### config.mk
export PLATFORM = sky130hd
export DESIGN_NAME = vc_arbiter_dest_flat
export DESIGN_NICKNAME = d
export VERILOG_FILES = /design/src/rtl/vc_arbiter_dest_pkg.sv /design/src/rtl/vc_arbiter_dest_if.sv /design/src/rtl/vc_arbiter_dest_grant.sv /design/src/rtl/vc_arbiter_dest.sv /design/src/flat_wrapper.sv
export SDC_FILE = /design/constraint.sdc
export NUM_CORES = 1
export LEC_CHECK = 0
export BUFFER_PORTS_ARGS = -buffer_cell sky130_fd_sc_hd__buf_2
export CAP_MARGIN = 0
export CORE_MARGIN = 2
export CORE_UTILIZATION = 53
export CTS_BUF_LIST = sky130_fd_sc_hd__clkbuf_2
export DETAILED_ROUTE_END_ITERATION = 10
export PLACE_DENSITY_LB_ADDON = 0.2
export SYNTH_ARGS = -nofsm -noshare
export SYNTH_HDL_FRONTEND = slang
export SYNTH_HIERARCHICAL = 1
export SYNTH_SLANG_ARGS = --single-unit
### constraint.sdc
create_clock -name clk -period 3.07 [get_ports clk]
set_input_delay 0.307 -clock clk [delete_from_list [all_inputs] [get_ports clk]]
set_output_delay 0.307 -clock clk [all_outputs]
set_load 0.1 [all_outputs]
### src/rtl/vc_arbiter_dest_pkg.sv
// Shared encodings and default parameters for the VC arbiter / destination router.
package vc_arbiter_dest_pkg;

    localparam int BW_DEF       = 6;
    localparam int DEST_BIT_DEF = 4;
    localparam int WEIGHT_DEF   = 4;
    localparam int CW_DEF       = 8;

    typedef enum logic {
        IDLE   = 1'b0,
        FLIGHT = 1'b1
    } state_t;

    typedef enum logic {
        SRC_VC0 = 1'b0,
        SRC_VC1 = 1'b1
    } src_t;

endpackage

### src/rtl/vc_arbiter_dest_if.sv
// VC FIFO read side, destination FIFO write side and status for vc_arbiter_dest.
interface vc_arbiter_dest_if
    import vc_arbiter_dest_pkg::*;
#(
    parameter int BW = BW_DEF,
    parameter int CW = CW_DEF
);
    logic [BW-1:0] VC0_data_out;
    logic          VC0_empty;
    logic [BW-1:0] VC1_data_out;
    logic          VC1_empty;
    logic          D0_almost_full;
    logic          D1_almost_full;
    logic          VC0_rd;
    logic          VC1_rd;
    logic          D0_push;
    logic [BW-1:0] D0_data_in;
    logic          D1_push;
    logic [BW-1:0] D1_data_in;
    logic [CW-1:0] cnt_vc0;
    logic [CW-1:0] cnt_vc1;
    logic          arb_idle;

    // The arbiter pops the VC FIFOs and pushes the destination FIFOs.
    modport master (
        input  VC0_data_out, VC0_empty, VC1_data_out, VC1_empty,
        input  D0_almost_full, D1_almost_full,
        output VC0_rd, VC1_rd, D0_push, D0_data_in, D1_push, D1_data_in,
        output cnt_vc0, cnt_vc1, arb_idle
    );

    modport slave (
        output VC0_data_out, VC0_empty, VC1_data_out, VC1_empty,
        output D0_almost_full, D1_almost_full,
        input  VC0_rd, VC1_rd, D0_push, D0_data_in, D1_push, D1_data_in,
        input  cnt_vc0, cnt_vc1, arb_idle
    );

endinterface

### src/rtl/vc_arbiter_dest_grant.sv
// VC0-priority grant with a bounded anti-starvation turn for VC1.
module vc_rr_grant
#(
    parameter int WEIGHT = 4
) (
    input  logic clk,
    input  logic reset,
    input  logic i_go,
    input  logic i_vc0_empty,
    input  logic i_vc1_empty,
    output logic o_vc0_rd,
    output logic o_vc1_rd
);

    logic [3:0] r_starve_cnt;
    logic       w_starve;
    logic       w_vc0_rd;
    logic       w_vc1_rd;

    assign w_starve = (r_starve_cnt == 4'(WEIGHT));
    assign w_vc0_rd = i_go && !i_vc0_empty && !(w_starve && !i_vc1_empty);
    assign w_vc1_rd = i_go && !i_vc1_empty && !w_vc0_rd;

    assign o_vc0_rd = w_vc0_rd;
    assign o_vc1_rd = w_vc1_rd;

    // Counts VC0 wins only while VC1 is actually waiting.
    always_ff @(posedge clk) begin
        if (reset) begin
            r_starve_cnt <= 4'd0;
        end else if (w_vc1_rd || i_vc1_empty) begin
            r_starve_cnt <= 4'd0;
        end else if (w_vc0_rd) begin
            r_starve_cnt <= r_starve_cnt + 4'd1;
        end
    end

endmodule

### src/rtl/vc_arbiter_dest.sv
// Pops one VC per cycle and routes the returned word to D0 or D1 by its destination bit.
module vc_arbiter_dest
    import vc_arbiter_dest_pkg::*;
#(
    parameter int BW       = BW_DEF,
    parameter int DEST_BIT = DEST_BIT_DEF,
    parameter int WEIGHT   = WEIGHT_DEF,
    parameter int CW       = CW_DEF
) (
    input logic               clk,
    input logic               reset,
    vc_arbiter_dest_if.master bus
);

    logic          w_go;
    logic          w_vc0_rd;
    logic          w_vc1_rd;
    logic          w_deliver;
    logic [BW-1:0] w_word;

    state_t        r_state_p1;
    src_t          r_pend_src_p1;
    logic [CW-1:0] r_cnt_vc0;
    logic [CW-1:0] r_cnt_vc1;

    // Destination is unknown until the word returns, so both sides need room.
    assign w_go = !reset && !bus.D0_almost_full && !bus.D1_almost_full;

    vc_rr_grant #(
        .WEIGHT (WEIGHT)
    ) u_grant (
        .clk         (clk),
        .reset       (reset),
        .i_go        (w_go),
        .i_vc0_empty (bus.VC0_empty),
        .i_vc1_empty (bus.VC1_empty),
        .o_vc0_rd    (w_vc0_rd),
        .o_vc1_rd    (w_vc1_rd)
    );

    assign bus.VC0_rd = w_vc0_rd;
    assign bus.VC1_rd = w_vc1_rd;

    // Stage p1: the popped word returns from the selected VC FIFO.
    assign w_deliver      = (r_state_p1 == FLIGHT) && !reset;
    assign w_word         = (r_pend_src_p1 == SRC_VC1) ? bus.VC1_data_out : bus.VC0_data_out;
    assign bus.D0_push    = w_deliver && !w_word[DEST_BIT];
    assign bus.D1_push    = w_deliver &&  w_word[DEST_BIT];
    assign bus.D0_data_in = w_deliver ? w_word : '0;
    assign bus.D1_data_in = w_deliver ? w_word : '0;
    assign bus.cnt_vc0    = r_cnt_vc0;
    assign bus.cnt_vc1    = r_cnt_vc1;
    assign bus.arb_idle   = (r_state_p1 == IDLE) && bus.VC0_empty && bus.VC1_empty;

    always_ff @(posedge clk) begin
        if (reset) begin
            r_state_p1    <= IDLE;
            r_pend_src_p1 <= SRC_VC0;
            r_cnt_vc0     <= '0;
            r_cnt_vc1     <= '0;
        end else begin
            r_state_p1 <= (w_vc0_rd || w_vc1_rd) ? FLIGHT : IDLE;
            if (w_vc1_rd) begin
                r_pend_src_p1 <= SRC_VC1;
            end else if (w_vc0_rd) begin
                r_pend_src_p1 <= SRC_VC0;
            end
            if (r_state_p1 == FLIGHT) begin
                if (r_pend_src_p1 == SRC_VC1) begin
                    r_cnt_vc1 <= r_cnt_vc1 + 1'b1;
                end else begin
                    r_cnt_vc0 <= r_cnt_vc0 + 1'b1;
                end
            end
        end
    end

endmodule

### src/flat_wrapper.sv
// flat-port wrapper written by rule: the top's interface ports become plain ports
module vc_arbiter_dest_flat import vc_arbiter_dest_pkg::*;
#(
    parameter int BW       = BW_DEF,
    parameter int DEST_BIT = DEST_BIT_DEF,
    parameter int WEIGHT   = WEIGHT_DEF,
    parameter int CW       = CW_DEF
)
  (clk, reset, bus_VC0_data_out, bus_VC0_empty, bus_VC1_data_out, bus_VC1_empty, bus_D0_almost_full, bus_D1_almost_full, bus_VC0_rd, bus_VC1_rd, bus_D0_push, bus_D0_data_in, bus_D1_push, bus_D1_data_in, bus_cnt_vc0, bus_cnt_vc1, bus_arb_idle);
  vc_arbiter_dest_if #(.BW(BW), .CW(CW)) bus_i ();
  input logic clk;
  input logic reset;
  input wire logic [$bits(bus_i.VC0_data_out)-1:0] bus_VC0_data_out;
  input wire logic [$bits(bus_i.VC0_empty)-1:0] bus_VC0_empty;
  input wire logic [$bits(bus_i.VC1_data_out)-1:0] bus_VC1_data_out;
  input wire logic [$bits(bus_i.VC1_empty)-1:0] bus_VC1_empty;
  input wire logic [$bits(bus_i.D0_almost_full)-1:0] bus_D0_almost_full;
  input wire logic [$bits(bus_i.D1_almost_full)-1:0] bus_D1_almost_full;
  output wire logic [$bits(bus_i.VC0_rd)-1:0] bus_VC0_rd;
  output wire logic [$bits(bus_i.VC1_rd)-1:0] bus_VC1_rd;
  output wire logic [$bits(bus_i.D0_push)-1:0] bus_D0_push;
  output wire logic [$bits(bus_i.D0_data_in)-1:0] bus_D0_data_in;
  output wire logic [$bits(bus_i.D1_push)-1:0] bus_D1_push;
  output wire logic [$bits(bus_i.D1_data_in)-1:0] bus_D1_data_in;
  output wire logic [$bits(bus_i.cnt_vc0)-1:0] bus_cnt_vc0;
  output wire logic [$bits(bus_i.cnt_vc1)-1:0] bus_cnt_vc1;
  output wire logic [$bits(bus_i.arb_idle)-1:0] bus_arb_idle;
  assign bus_i.VC0_data_out = bus_VC0_data_out;
  assign bus_i.VC0_empty = bus_VC0_empty;
  assign bus_i.VC1_data_out = bus_VC1_data_out;
  assign bus_i.VC1_empty = bus_VC1_empty;
  assign bus_i.D0_almost_full = bus_D0_almost_full;
  assign bus_i.D1_almost_full = bus_D1_almost_full;
  assign bus_VC0_rd = bus_i.VC0_rd;
  assign bus_VC1_rd = bus_i.VC1_rd;
  assign bus_D0_push = bus_i.D0_push;
  assign bus_D0_data_in = bus_i.D0_data_in;
  assign bus_D1_push = bus_i.D1_push;
  assign bus_D1_data_in = bus_i.D1_data_in;
  assign bus_cnt_vc0 = bus_i.cnt_vc0;
  assign bus_cnt_vc1 = bus_i.cnt_vc1;
  assign bus_arb_idle = bus_i.arb_idle;
  vc_arbiter_dest #(.BW(BW), .DEST_BIT(DEST_BIT), .WEIGHT(WEIGHT), .CW(CW)) u_core (.clk(clk), .reset(reset), .bus(bus_i));
endmodule
Word level (Yosys, flattened, before mapping):

Cells that the tools add are included.

* add/sub/neg operators: 3
* eq/ne operators: 1
* muxes and demuxes: 5
* bitwise gates (word level): 2
* reductions and logical operators: 26

Operator list (number)
* $add A8 B1 Y8 const B: 2
* $logic_and A1 B1 Y1: 12
* $mux W6: 2
* $logic_not A1 Y1: 8
* $add A4 B1 Y4 const B: 1
* $eq A4 B3 Y1 const B: 1
* $reduce_and A2 Y1: 2
* $mux W1: 3
* $logic_or A1 B1 Y1: 2
* $not A1 Y1: 2
* $reduce_bool A2 Y1: 1
* $reduce_or A2 Y1: 1

* register bits after elaboration: 22
* bits of input ports: 18
* output and inout port bits: 33
* word-level logic and storage cells: 42

Depth between registers and ports, before layout:

Gate-level depths: netlist of run 1.

* depth after elaboration: 9
* gate-level depth with buffers: 8
* mapped depth without buffers: 8

Hierarchy:

The synthesis of run 1 kept the hierarchy.

Modules (own cells, without submodules)
* vc_arbiter_dest: instances 1, cells each 113, area an instance 942.2 µm², seq. area each 360.3 µm²
* vc_rr_grant: instances 1, cells each 29, area an instance 280.3 µm², seq. area each 80.1 µm²

Worst setup path after synthesis of run 1:

No wires, ideal clock.

* kind: input port to flip-flop
* from: input reset
* to: register u_core.r_state_p1
* library setup time: 0.074 ns
* arrival time: 3.757 ns
* data required time: 2.996 ns
* setup slack: -0.761 ns
* cell stages on the path: 5
* buffers on the path: 1
* cell sequence: clkbuf_1 -> nor3_1 -> nor3b_1 -> nor2_1 -> nor2_1

* cells in the longest elaborated chain, start to end: 9
* elaborated cells on any way between the ends: 10
* those cells by class: mux (1); reduce/logical (9)

RTL lines
* start: declaration: RTL line flat_wrapper.sv:12 `input logic reset;`
* $logic_not A1 Y1 (*): RTL line vc_arbiter_dest.sv:27 `assign w_go = !reset && !bus.D0_almost_full && !bus.D1_almost_full;`
* $logic_and A1 B1 Y1 (*) (2 in series): RTL line vc_arbiter_dest.sv:27
* via u_core.w_go: RTL line vc_arbiter_dest.sv:15 `logic w_go;`
* $logic_and A1 B1 Y1 (2 in series): RTL line vc_arbiter_dest_grant.sv:21 `assign w_vc0_rd = i_go && !i_vc0_empty && !(w_starve && !i_vc1_empty);`
* $logic_not A1 Y1: RTL line vc_arbiter_dest_grant.sv:22 `assign w_vc1_rd = i_go && !i_vc1_empty && !w_vc0_rd;`
* $logic_and A1 B1 Y1 (*): RTL line vc_arbiter_dest_grant.sv:22
* via bus_VC1_rd: RTL line flat_wrapper.sv:20 `output wire logic [$bits(bus_i.VC1_rd)-1:0] bus_VC1_rd;`
* $logic_or A1 B1 Y1 (*): RTL line vc_arbiter_dest.sv:62 `r_state_p1 <= (w_vc0_rd || w_vc1_rd) ? FLIGHT : IDLE;`
* $mux W1 (*): RTL line vc_arbiter_dest.sv:62
* end signal: assignment: RTL line vc_arbiter_dest.sv:62
* end: declaration: RTL line vc_arbiter_dest.sv:21 `state_t r_state_p1;`

Mark *: on every way through the listed nets, which the timed path passes. The rest lies on a longest branch.
A chain may end at the register's enable or synchronous reset.

Worst setup path after layout of run 1:

* from: register u_core.u_grant.r_starve_cnt[0]
* to: output bus_VC1_rd

* cells in the longest elaborated chain, start to end: 6

RTL lines
* start: declaration: RTL line vc_arbiter_dest_grant.sv:15 `logic [3:0] r_starve_cnt;`
* start signal: assignment: RTL line vc_arbiter_dest_grant.sv:34 `r_starve_cnt <= r_starve_cnt + 4'd1;`
* $eq A4 B3 Y1: RTL line vc_arbiter_dest_grant.sv:20 `assign w_starve = (r_starve_cnt == 4'(WEIGHT));`
* $logic_and A1 B1 Y1: RTL line vc_arbiter_dest_grant.sv:21
* $logic_not A1 Y1: RTL line vc_arbiter_dest_grant.sv:21
* $logic_and A1 B1 Y1: RTL line vc_arbiter_dest_grant.sv:21
* $logic_not A1 Y1: RTL line vc_arbiter_dest_grant.sv:22
* $logic_and A1 B1 Y1: RTL line vc_arbiter_dest_grant.sv:22
* end: declaration: RTL line flat_wrapper.sv:20

Every way passes these cells.

==> results_dict.tcl, run 1 <==
set metrics [dict create \
    clock_path_buffers 2 \
    area_delta_synth_final_pct 20.0 \
    synth_nets 164 \
    final_hold_viol_count 0 \
    synth_largest_type_area_fraction_pct 36.0 \
    fin_crit_ps 2250 \
    postRouteAntennaNets 0 \
    pin_count_of_the_biggest_net_entering_global_routing 25 \
    rows 17 \
    leakagePower_uw 0.000658 \
    power_per_cell_area_mw_per_mm2 324 \
    sequential_cell_area_fraction_in_the_yosys_report_pct 36.0 \
    finalCritPeriodShare_pct 73.4 \
    initial_antenna_violation_count 0 \
    vias 1163 \
    synth_area_leaders "sky130_fd_sc_hd__dfxtp_1, sky130_fd_sc_hd__mux2i_1, sky130_fd_sc_hd__nor2_1" \
    gr-usage-all-layers_pct 21.9 \
    cts-htree-levels 1 \
    path_cells "inv_1 > ha_1 > nand4bb_4 > nand3_4 > inv_2 > nor3b_2 > buf_2" \
    cts.sink_count 22 \
    drc 0 \
    startpoint_type "flip-flop" \
    slowest_stage "sky130_fd_sc_hd__buf_2" \
    power.switching_fraction_pct 29.3 \
    boundaryPins 51 \
    cts_buffers 3 \
    worst_ir_drop_vdd_uv 207 \
    grt_setup_unrepaired "false" \
    slowest_delay_ps 460 \
    synth_simple_gate_area_share_pct 28.8 \
    tritoncts "built" \
    min_path_type "in -> reg" \
    final.setup_skew_ps 16.8 \
    post_cts_hold_buffers 0 \
    finalSetupViolCount 0 \
    worstPathBufferInverterCount 3 \
    clockPowerShare_pct 23.7 \
    die_w_um 52.0 \
    p_sw_uw 139 \
    setup-tns-final_ps 0 \
    place.port_buffers 50 \
    cts.repair.resized 0 \
    timing.final.max_slew_violations 0 \
    post_synth.cell_area_avg_um2 8.61 \
    post_route_cells_drive_above_1_share_pct 32.3 \
    design.final.nets 209 \
    floorplan.die_area_mm2 0.00271 \
    cts.reportedPaths.clkPinSlew_ps 210 \
    drt-vias-per-instance 5.43 \
    insertion_delay_ps 320 \
    synth_area_mm2 0.00122 \
    synth_adder_area_share_pct 4.09 \
    synth_xor_xnor_area_share_pct 2.87 \
    drt_iter0_markers 19 \
    setup.worst_path.end_class "output port" \
    coreArea_mm2 0.00219 \
    max_slew.worst_pin.slew_ps 602 \
    mostFrequentLayoutCell "sky130_fd_sc_hd__buf_2" \
    worstSetupPathType "reg -> out" \
    outcome "finished, final reports clean" \
    detail_route.first_pass.iterations 4 \
    post-cts-setup-buffers 0 \
    synthesis.instances 142 \
    share_comb_of_total_power_pct 14.8 \
    final_core_utilization_pct 66.9 \
    worst-endpoint-arrival_ps 1950 \
    fin_ws_ps 817 \
    drt-total-wl_um 2670 \
    synth.distinct_cells 37 \
    synth_top_family_by_area "simple AND/OR/NAND/NOR gates" \
    hold-worst-slack_ps 356 \
    max_cap_viol_count 0 \
    wire_length_of_the_first_global_routing_pass_um 4430 \
    mostFrequentLayoutCells "sky130_fd_sc_hd__buf_2, sky130_fd_sc_hd__dfxtp_1, sky130_fd_sc_hd__nor2_1" \
    place_congestion 0.841 \
    root_buffer "sky130_fd_sc_hd__clkbuf_2" \
    timing.max_slew.rel_slack_pct 59.8 \
    via_count_of_the_first_global_routing_pass 1061 \
    ys_seq_elements 22 \
    area_leader_netlist "sky130_fd_sc_hd__dfxtp_1" \
    route.detailed.wl_per_inst_um 12.5 \
    crit_family "buffers and inverters" \
    floorplan.initialDensity_pct 55.8 \
    antenna-diode-count 0 \
    internal_power_component_uw 336 \
    synth-compound-area-share_pct 13.8 \
    required_ps 2760 \
    grt.overflow.total 0 \
    worstPathMaxFanout 4 \
    pre_cts_worst_setup_slack_ps 1010 \
    dieHeight_um 52.0 \
    post_dp_hpwl_um 2040 \
    yosys-mux-area-fraction_pct 5.73 \
    power.sequential.fraction_pct 61.5 \
    yosys_warnings 6 \
    fmax_mhz 444 \
]
final cells by class:
class                   instances  area [um2]
well taps                      28        35.0
inverters                       9        33.8
multi-input cells             100         681
clock buffers                   3        15.0
fillers                       202         724
flip-flops and latches         22         440
clock inverters                 1        3.75
repair buffers                 51         258
power by group through the flow:
stage | clock network, uW | logic (uW) | registers (uW)
final | 113 | 70.3 | 293
after global routing | 130 | 75.3 | 293
after CTS | 116 | 70.5 | 293
after detailed placement | 0 | 70.4 | 298
after global placement | 0 | 69.1 | 298
after floorplan | 0 | 49.9 | 300
Yosys cell counts:
master                       n
sky130_fd_sc_hd__dfxtp_1    22
sky130_fd_sc_hd__nor2_1     17
sky130_fd_sc_hd__a21oi_1    12
sky130_fd_sc_hd__buf_4       8
sky130_fd_sc_hd__inv_1       8
sky130_fd_sc_hd__mux2i_1     7
sky130_fd_sc_hd__nand2_1     7
sky130_fd_sc_hd__nand3_1     7
sky130_fd_sc_hd__o21ai_0     6
sky130_fd_sc_hd__or3_1       6
sky130_fd_sc_hd__ha_1        4
sky130_fd_sc_hd__o31ai_1     4
sky130_fd_sc_hd__or4_1       4
sky130_fd_sc_hd__clkbuf_1    2
sky130_fd_sc_hd__nor2b_1     2
sky130_fd_sc_hd__nor3b_1     2
sky130_fd_sc_hd__o41ai_1     2
sky130_fd_sc_hd__xnor2_1     2
sky130_fd_sc_hd__xor2_1      2
sky130_fd_sc_hd__a2bb2oi_1   1
sky130_fd_sc_hd__a41oi_1     1
sky130_fd_sc_hd__and3b_1     1
sky130_fd_sc_hd__buf_2       1
sky130_fd_sc_hd__inv_2       1
sky130_fd_sc_hd__nand2b_1    1
sky130_fd_sc_hd__nand3_4     1
sky130_fd_sc_hd__nand3b_1    1
sky130_fd_sc_hd__nand4_1     1
sky130_fd_sc_hd__nand4_2     1
sky130_fd_sc_hd__nand4b_2    1
sky130_fd_sc_hd__nand4bb_4   1
sky130_fd_sc_hd__nor3_1      1
sky130_fd_sc_hd__nor4b_1     1
sky130_fd_sc_hd__nor4bb_1    1
sky130_fd_sc_hd__o21ai_1     1
sky130_fd_sc_hd__o32ai_1     1
sky130_fd_sc_hd__or2_1       1
state kept, by name (all words and copies together) (netlist names):
| name | cells |
|---|---|
| u_core/u_grant/r_starve_cnt | 4 |
| u_core/bus.cnt_vc0 | 8 |
| u_core/r_pend_src_p1 | 1 |
| u_core/r_state_p1 | 1 |
| u_core/bus.cnt_vc1 | 8 |
stage by stage:
step / instances / cell area, um2 / power [uW]
6_report: 214 / 1470 / 476
5_1_grt: 214 / 1470 / 499
4_1_cts: 214 / 1470 / 479
3_5_place_dp: 210 / 1450 / 369
3_3_place_gp: 210 / 1450 / 367
2_1_floorplan: 142 / 1230 / 350
layer usage:
layer  vias to the layer above  part of all wire (%)  GRT usage, %
met4                         0                  0.64          7.89
met1                       525                    44          25.3
met3                         2                   6.3          3.45
met5                         -                     0             0
met2                        43                    49          40.1
li1                        593                     -             -
tightest hold or removal path, stage by stage:
cell	delay (ps)
sky130_fd_sc_hd__buf_2	140
sky130_fd_sc_hd__nor3b_2	70
sky130_fd_sc_hd__nor2_1	100
sky130_fd_sc_hd__nor2_1	50
path summary, 6_finish.rpt:
check | end | slack [ps] | from | cells after the start
worst max register to register | u_core/bus.cnt_vc1[7]$_SDFFE_PP0P_ | 1310 | u_core/r_pend_src_p1$_SDFFE_PP0P_ | 3
worst max-delay path | bus_VC1_rd | 820 | u_core/u_grant/r_starve_cnt[0]$_SDFFE_PP0P_ | 7
worst min-delay path | u_core/r_state_p1$_SDFF_PP0_ | 360 | bus_VC1_empty | 4
worst min register to register | u_core/bus.cnt_vc0[7]$_SDFFE_PP0P_ | 500 | u_core/bus.cnt_vc0[7]$_SDFFE_PP0P_ | 2
cell families after synthesis:
kind of cell / after synthesis
and+or+nand+nor: 57
AOI/OAI and AO/OA: 28
muxes: 7
xor gates and xnor gates: 4
DFF: 22
buffers and inverters: 20
adders and majority gates: 4
Power figures use the tool's default switching activity.
==> inputs of run 2 (changes only) <==
--- a/config.mk
+++ b/config.mk
@@ -8,7 +8,7 @@
 export BUFFER_PORTS_ARGS = -buffer_cell sky130_fd_sc_hd__buf_2
 export CAP_MARGIN = 0
 export CORE_MARGIN = 2
-export CORE_UTILIZATION = 53
+export CORE_UTILIZATION = 44
 export CTS_BUF_LIST = sky130_fd_sc_hd__clkbuf_2
 export DETAILED_ROUTE_END_ITERATION = 10
 export PLACE_DENSITY_LB_ADDON = 0.2
==> constraint.sdc (replaced) <==
create_clock -name clk -period 2 [get_ports clk]
set_input_delay 0.2 -clock clk [delete_from_list [all_inputs] [get_ports clk]]
set_output_delay 0.2 -clock clk [all_outputs]
set_load 0.1 [all_outputs]
==> results_dict.tcl, run 2 (synthesis gave the netlist of run 1 again) <==
set metrics [dict create \
    wire_length_of_the_first_global_routing_pass_um 4680 \
    die_w_um 56.7 \
    vias 1193 \
    outcome "finished, final reports clean" \
    place.port_buffers 50 \
    post-place-cells 214 \
    fillers 239 \
    drt_iter0_markers 42 \
    post_route_cells_drive_above_1_share_pct 42.2 \
    fmax_mhz 527 \
    route.detailed.wl_per_inst_um 13.2 \
    floorplan.initialDensity_pct 45.5 \
    floorplan.die_area_mm2 0.00322 \
    post_dp_hpwl_um 2220 \
    hold-worst-slack_ps 229 \
    detail_route.first_pass.iterations 4 \
    mostFrequentLayoutCells "sky130_fd_sc_hd__buf_2, sky130_fd_sc_hd__dfxtp_1, sky130_fd_sc_hd__a21oi_1" \
    final_hold_viol_count 0 \
    r2r.worst_path.cells 3 \
    timing.hold.worst_path_depth 2 \
    area_delta_synth_final_pct 35.9 \
    drt-total-wl_um 2880 \
    worst-endpoint-arrival_ps 1700 \
    sequential_cell_area_um2 449 \
    reg2reg_slack_ps 470 \
    end_of_the_worst_register_to_register_path "u_core/bus.cnt_vc1[6]$_SDFFE_PP0P_" \
    worst_r2r_startpoint "u_core/r_pend_src_p1$_SDFFE_PP0P_" \
    initial_antenna_violation_count 0 \
    via_count_of_the_first_global_routing_pass 1086 \
    boundaryPins 51 \
    grt.overflow.total 0 \
    root_buffer "sky130_fd_sc_hd__clkbuf_2" \
    pin_count_of_the_biggest_net_entering_global_routing 16 \
    max_cap_viol_count 0 \
    cts-htree-levels 1 \
    finalSetupViolCount 0 \
    antenna-diode-count 0 \
    finalCritPeriodShare_pct 94.8 \
    postRouteAntennaNets 0 \
    worst_ir_drop_vdd_uv 431 \
    fin_crit_ps 1900 \
    final_core_utilization_pct 61.9 \
    final.setup_skew_ps 12.3 \
    cts_buffers 3 \
    timing.final.max_slew_violations 0 \
    required_ps 1800 \
    dieHeight_um 56.7 \
    cts.sink_count 22 \
    clock_path_buffers 2 \
    timing.max_slew.rel_slack_pct 67.8 \
    setup-tns-final_ps 0 \
    leakagePower_uw 0.000683 \
    drt-vias-per-instance 5.47 \
    worstSetupPathType "reg -> out" \
    place_congestion 0.673 \
    endpoint_of_the_worst_hold_timing_path "u_core/bus.cnt_vc1[1]$_SDFFE_PP0P_" \
    insertion_delay_ps 310 \
    rows 19 \
    worstPathMaxFanout 15 \
    design.final.nets 211 \
    gr-usage-all-layers_pct 18.1 \
    final_cells 218 \
    coreArea_mm2 0.00269 \
    tritoncts "built" \
    setup.worst_path.end_class "output port" \
    cts.reportedPaths.clkPinSlew_ps 200 \
    drc 0 \
    power_per_cell_area_mw_per_mm2 446 \
    min_path_type "in -> reg" \
    startpoint_type "flip-flop" \
    multi_input_comb_area_um2 724 \
    max_slew.worst_pin.slew_ps 486 \
    grt_setup_unrepaired "false" \
    report.power.total_uw 741 \
    mostFrequentLayoutCell "sky130_fd_sc_hd__buf_2" \
    timing.hold.worst.start "reset" \
]
==> run 2: cell count changes in the layout (fill, tap and decap cells not counted), moves of 2 or more <==
cell	previous run	this run
sky130_fd_sc_hd__buf_12	0	6
sky130_fd_sc_hd__dfxtp_2	0	7
sky130_fd_sc_hd__buf_2	50	34
sky130_fd_sc_hd__nor2_1	17	11
sky130_fd_sc_hd__buf_4	1	9
sky130_fd_sc_hd__nor2_2	0	5
sky130_fd_sc_hd__inv_1	8	6
sky130_fd_sc_hd__clkbuf_4	0	4
sky130_fd_sc_hd__dfxtp_1	22	15
==> run 2: how the worst max path moves through the flow <==
stage	startpoint	endpoint	slack, ps	depth (start not counted)
after detailed placement	u_core/r_pend_src_p1$_SDFFE_PP0P_	bus_D0_push	270	3
after floorplan	u_core/r_state_p1$_SDFF_PP0_	bus_D1_data_in[0]	-200	4
final	u_core/r_pend_src_p1$_SDFFE_PP0P_	bus_D0_push	100	3
after CTS	u_core/r_state_p1$_SDFF_PP0_	bus_D0_data_in[1]	-110	3
after global placement	u_core/r_pend_src_p1$_SDFFE_PP0P_	bus_D0_push	310	3
after global routing	u_core/u_grant/r_starve_cnt[0]$_SDFFE_PP0P_	bus_VC1_rd	10	7
==> run 2: per-layer routing <==
metal / track usage (%) / up-vias / routed length [um]
li1: - / 596 / -
met5: 0 / - / 0
met4: 4.08 / 0 / 16
met3: 4.38 / 2 / 94
met1: 19.9 / 576 / 1140
met2: 34.2 / 19 / 1620
==> run 2: final cells by class <==
cell class	instances	share of cell area [%]
well taps	31	2.33
flip-flops and latches	22	27.0
clock buffers	3	0.904
multi-input cells	100	43.6
repair buffers	53	23.3
inverters	9	2.79
==> run 2: what timing repair did <==
action / 4_1_cts / 5_1_grt
setup endpoints to repair: 14 / 14
hold buffers: 0 / 0
endpoints found under the hold margin: 0 / 0
pin swaps: 0 / 2
buffers inserted: 0 / 1
gates resized for setup: 7 / 5
==> run 2: critical path, cell delays in order, from the launching register on <==
cell and delay [ps]:
sky130_fd_sc_hd__dfxtp_2 580, sky130_fd_sc_hd__mux2i_1 360, sky130_fd_sc_hd__and3b_1 260, sky130_fd_sc_hd__buf_12 180
==> run 2: metrics by stage <==
step                worst slack, ps  cell area (um2)
floorplan                      -196             1290
global placement                313             1610
detailed placement              266             1610
CTS                            -106             1640
global route                   14.9             1660
finish                          104             1660
==> run 2: where the power goes <==
group          leakage, uW  total (uW)  internal (uW)  switching (uW)
registers         0.000181         449            442            7.21
clock network    0.0000125         164           40.9             123
logic             0.000490         127           42.0            85.3
total             0.000683         741            525             216
==> inputs of run 3 (changes only) <==
--- a/config.mk
+++ b/config.mk
@@ -9,7 +9,7 @@
 export CAP_MARGIN = 0
 export CORE_MARGIN = 2
 export CORE_UTILIZATION = 44
-export CTS_BUF_LIST = sky130_fd_sc_hd__clkbuf_2
+export CTS_BUF_LIST = sky130_fd_sc_hd__clkbuf_4 sky130_fd_sc_hd__clkbuf_8
 export DETAILED_ROUTE_END_ITERATION = 10
 export PLACE_DENSITY_LB_ADDON = 0.2
 export SYNTH_ARGS = -nofsm -noshare
==> results_dict.tcl, run 3 (synthesis gave the netlist of run 1 again) <==
set metrics [dict create \
    fin_crit_ps 1890 \
    floorplan.initialDensity_pct 45.5 \
    r2r.worst_path.cells 3 \
    finalSetupViolCount 0 \
    worstPathMaxFanout 4 \
    multi_input_comb_area_um2 724 \
    min_path_type "in -> reg" \
    use_met2_pct 34.2 \
    end_of_the_worst_register_to_register_path "u_core/bus.cnt_vc1[6]$_SDFFE_PP0P_" \
    timing.max_slew.rel_slack_pct 67.8 \
    max_cap_viol_count 0 \
    postRouteAntennaNets 0 \
    timing.final.max_slew_violations 0 \
    worstPathBufferInverterCount 3 \
    final.setup_skew_ps 8.26 \
    design.final.nets 210 \
    finalCritPeriodShare_pct 94.7 \
    detail_route.first_pass.iterations 6 \
    slowest_stage "sky130_fd_sc_hd__dfxtp_2" \
    leakagePower_uw 0.000680 \
    via_count_of_the_first_global_routing_pass 1086 \
    place.port_buffers 50 \
    endpoint_of_the_worst_hold_timing_path "u_core/bus.cnt_vc1[0]$_SDFFE_PP0P_" \
    startpoint_type "flip-flop" \
    pin_count_of_the_biggest_net_entering_global_routing 16 \
    setup.worst_path.end_class "output port" \
    worst_ir_drop_vdd_uv 455 \
    route.detailed.wl_per_inst_um 13.2 \
    path_cells "inv_2 > ha_4 > nand4bb_4 > nand3_4 > inv_12 > nor3b_4 > buf_12" \
    initial_antenna_violation_count 0 \
    drt-vias-per-instance 5.47 \
    floorplan.die_area_mm2 0.00322 \
    grt_setup_unrepaired "false" \
    cts.sink_count 22 \
    grt_util_met3_pct 4.38 \
    drt-total-wl_um 2870 \
    fmax_mhz 528 \
    report.power.total_uw 768 \
    drc 0 \
    power_per_cell_area_mw_per_mm2 462 \
    mostFrequentLayoutCell "sky130_fd_sc_hd__buf_2" \
    slowest_delay_ps 350 \
    gr-usage-all-layers_pct 18.1 \
    cts_buffers 3 \
    timing.hold.worst.start "reset" \
    root_buffer "sky130_fd_sc_hd__clkbuf_4" \
    rows 19 \
    drt_iter0_markers 41 \
    top_usage_layer "met2" \
    grt.overflow.total 0 \
    fin_ws_ps 106 \
    sequential_cell_area_um2 449 \
    final_core_utilization_pct 61.9 \
    groute.layer.met1.usage_pct 19.9 \
    fillers 240 \
    post_route_cells_drive_above_1_share_pct 41.9 \
    post_dp_hpwl_um 2220 \
    dieHeight_um 56.7 \
    place_congestion 0.673 \
    crit_family "simple AND/OR/NAND/NOR gates" \
    post_cts_hold_buffers 0 \
    required_ps 1800 \
    clock_path_buffers 2 \
    outcome "finished, final reports clean" \
    pre_cts_worst_setup_slack_ps 266 \
    worst_r2r_startpoint "u_core/r_pend_src_p1$_SDFFE_PP0P_" \
    worst-endpoint-arrival_ps 1690 \
    tritoncts "built" \
    final_hold_viol_count 0 \
    mostFrequentLayoutCells "sky130_fd_sc_hd__buf_2, sky130_fd_sc_hd__dfxtp_1, sky130_fd_sc_hd__a21oi_1" \
    hold-worst-slack_ps 254 \
    boundaryPins 51 \
    reg2reg_slack_ps 480 \
    max_slew.worst_pin.slew_ps 486 \
    cts.reportedPaths.clkPinSlew_ps 120 \
    coreArea_mm2 0.00269 \
    area_delta_synth_final_pct 35.9 \
    timing.hold.worst_path_depth 2 \
    die_w_um 56.7 \
    insertion_delay_ps 300 \
    worstSetupPathType "reg -> out" \
    wire_length_of_the_first_global_routing_pass_um 4680 \
    cts-htree-levels 1 \
    vias 1188 \
    antenna-diode-count 0 \
]
[run 3: how the worst max path moves through the flow]
stage / start / to / slack, ps / cells past startpoint
floorplan: u_core/r_state_p1$_SDFF_PP0_ / bus_D1_data_in[0] / -200 / 4
global placement: u_core/r_pend_src_p1$_SDFFE_PP0P_ / bus_D0_push / 310 / 3
detailed placement: u_core/r_pend_src_p1$_SDFFE_PP0P_ / bus_D0_push / 270 / 3
CTS: u_core/r_state_p1$_SDFF_PP0_ / bus_D0_data_in[1] / -60 / 3
global route: u_core/u_grant/r_starve_cnt[0]$_SDFFE_PP0P_ / bus_VC1_rd / 10 / 7
finish: u_core/u_grant/r_starve_cnt[1]$_SDFFE_PP0P_ / bus_VC1_rd / 110 / 7
[run 3: stage by stage]
step | instances | setup TNS (ps) | cell area (um2)
finish | 217 | 0 | 1660
detailed placement | 214 | 0 | 1610
global placement | 214 | 0 | 1610
CTS | 217 | -223 | 1650
floorplan | 142 | -1040 | 1290
global route | 217 | 0 | 1660
[run 3: power breakdown]
| part | internal (uW) | switching, uW | total (uW) |
|---|---|---|---|
| Sequential | 441 | 7.21 | 448 |
| Combinational | 41.3 | 85.3 | 127 |
| Clock | 70.1 | 123 | 193 |
| Total | 552 | 216 | 768 |
[run 3: repair_timing]
item,4_1_cts,5_1_grt
buffers inserted,0,0
endpoints found under the setup margin,11,11
gates resized for setup,7,5
[run 3: area by class of cell]
| type | count | area share [%] |
|---|---|---|
| clock buffers | 3 | 1.36 |
| inverters | 9 | 2.79 |
| multi-input cells | 100 | 43.6 |
| flip-flops and latches | 22 | 27.0 |
| well taps | 31 | 2.33 |
| repair buffers | 52 | 22.9 |
[run 3: layer usage]
layer	share of wire (%)	vias up
met5	0	-
met4	0.52	0
met3	3.8	2
met2	56	21
met1	39	574
li1	-	591
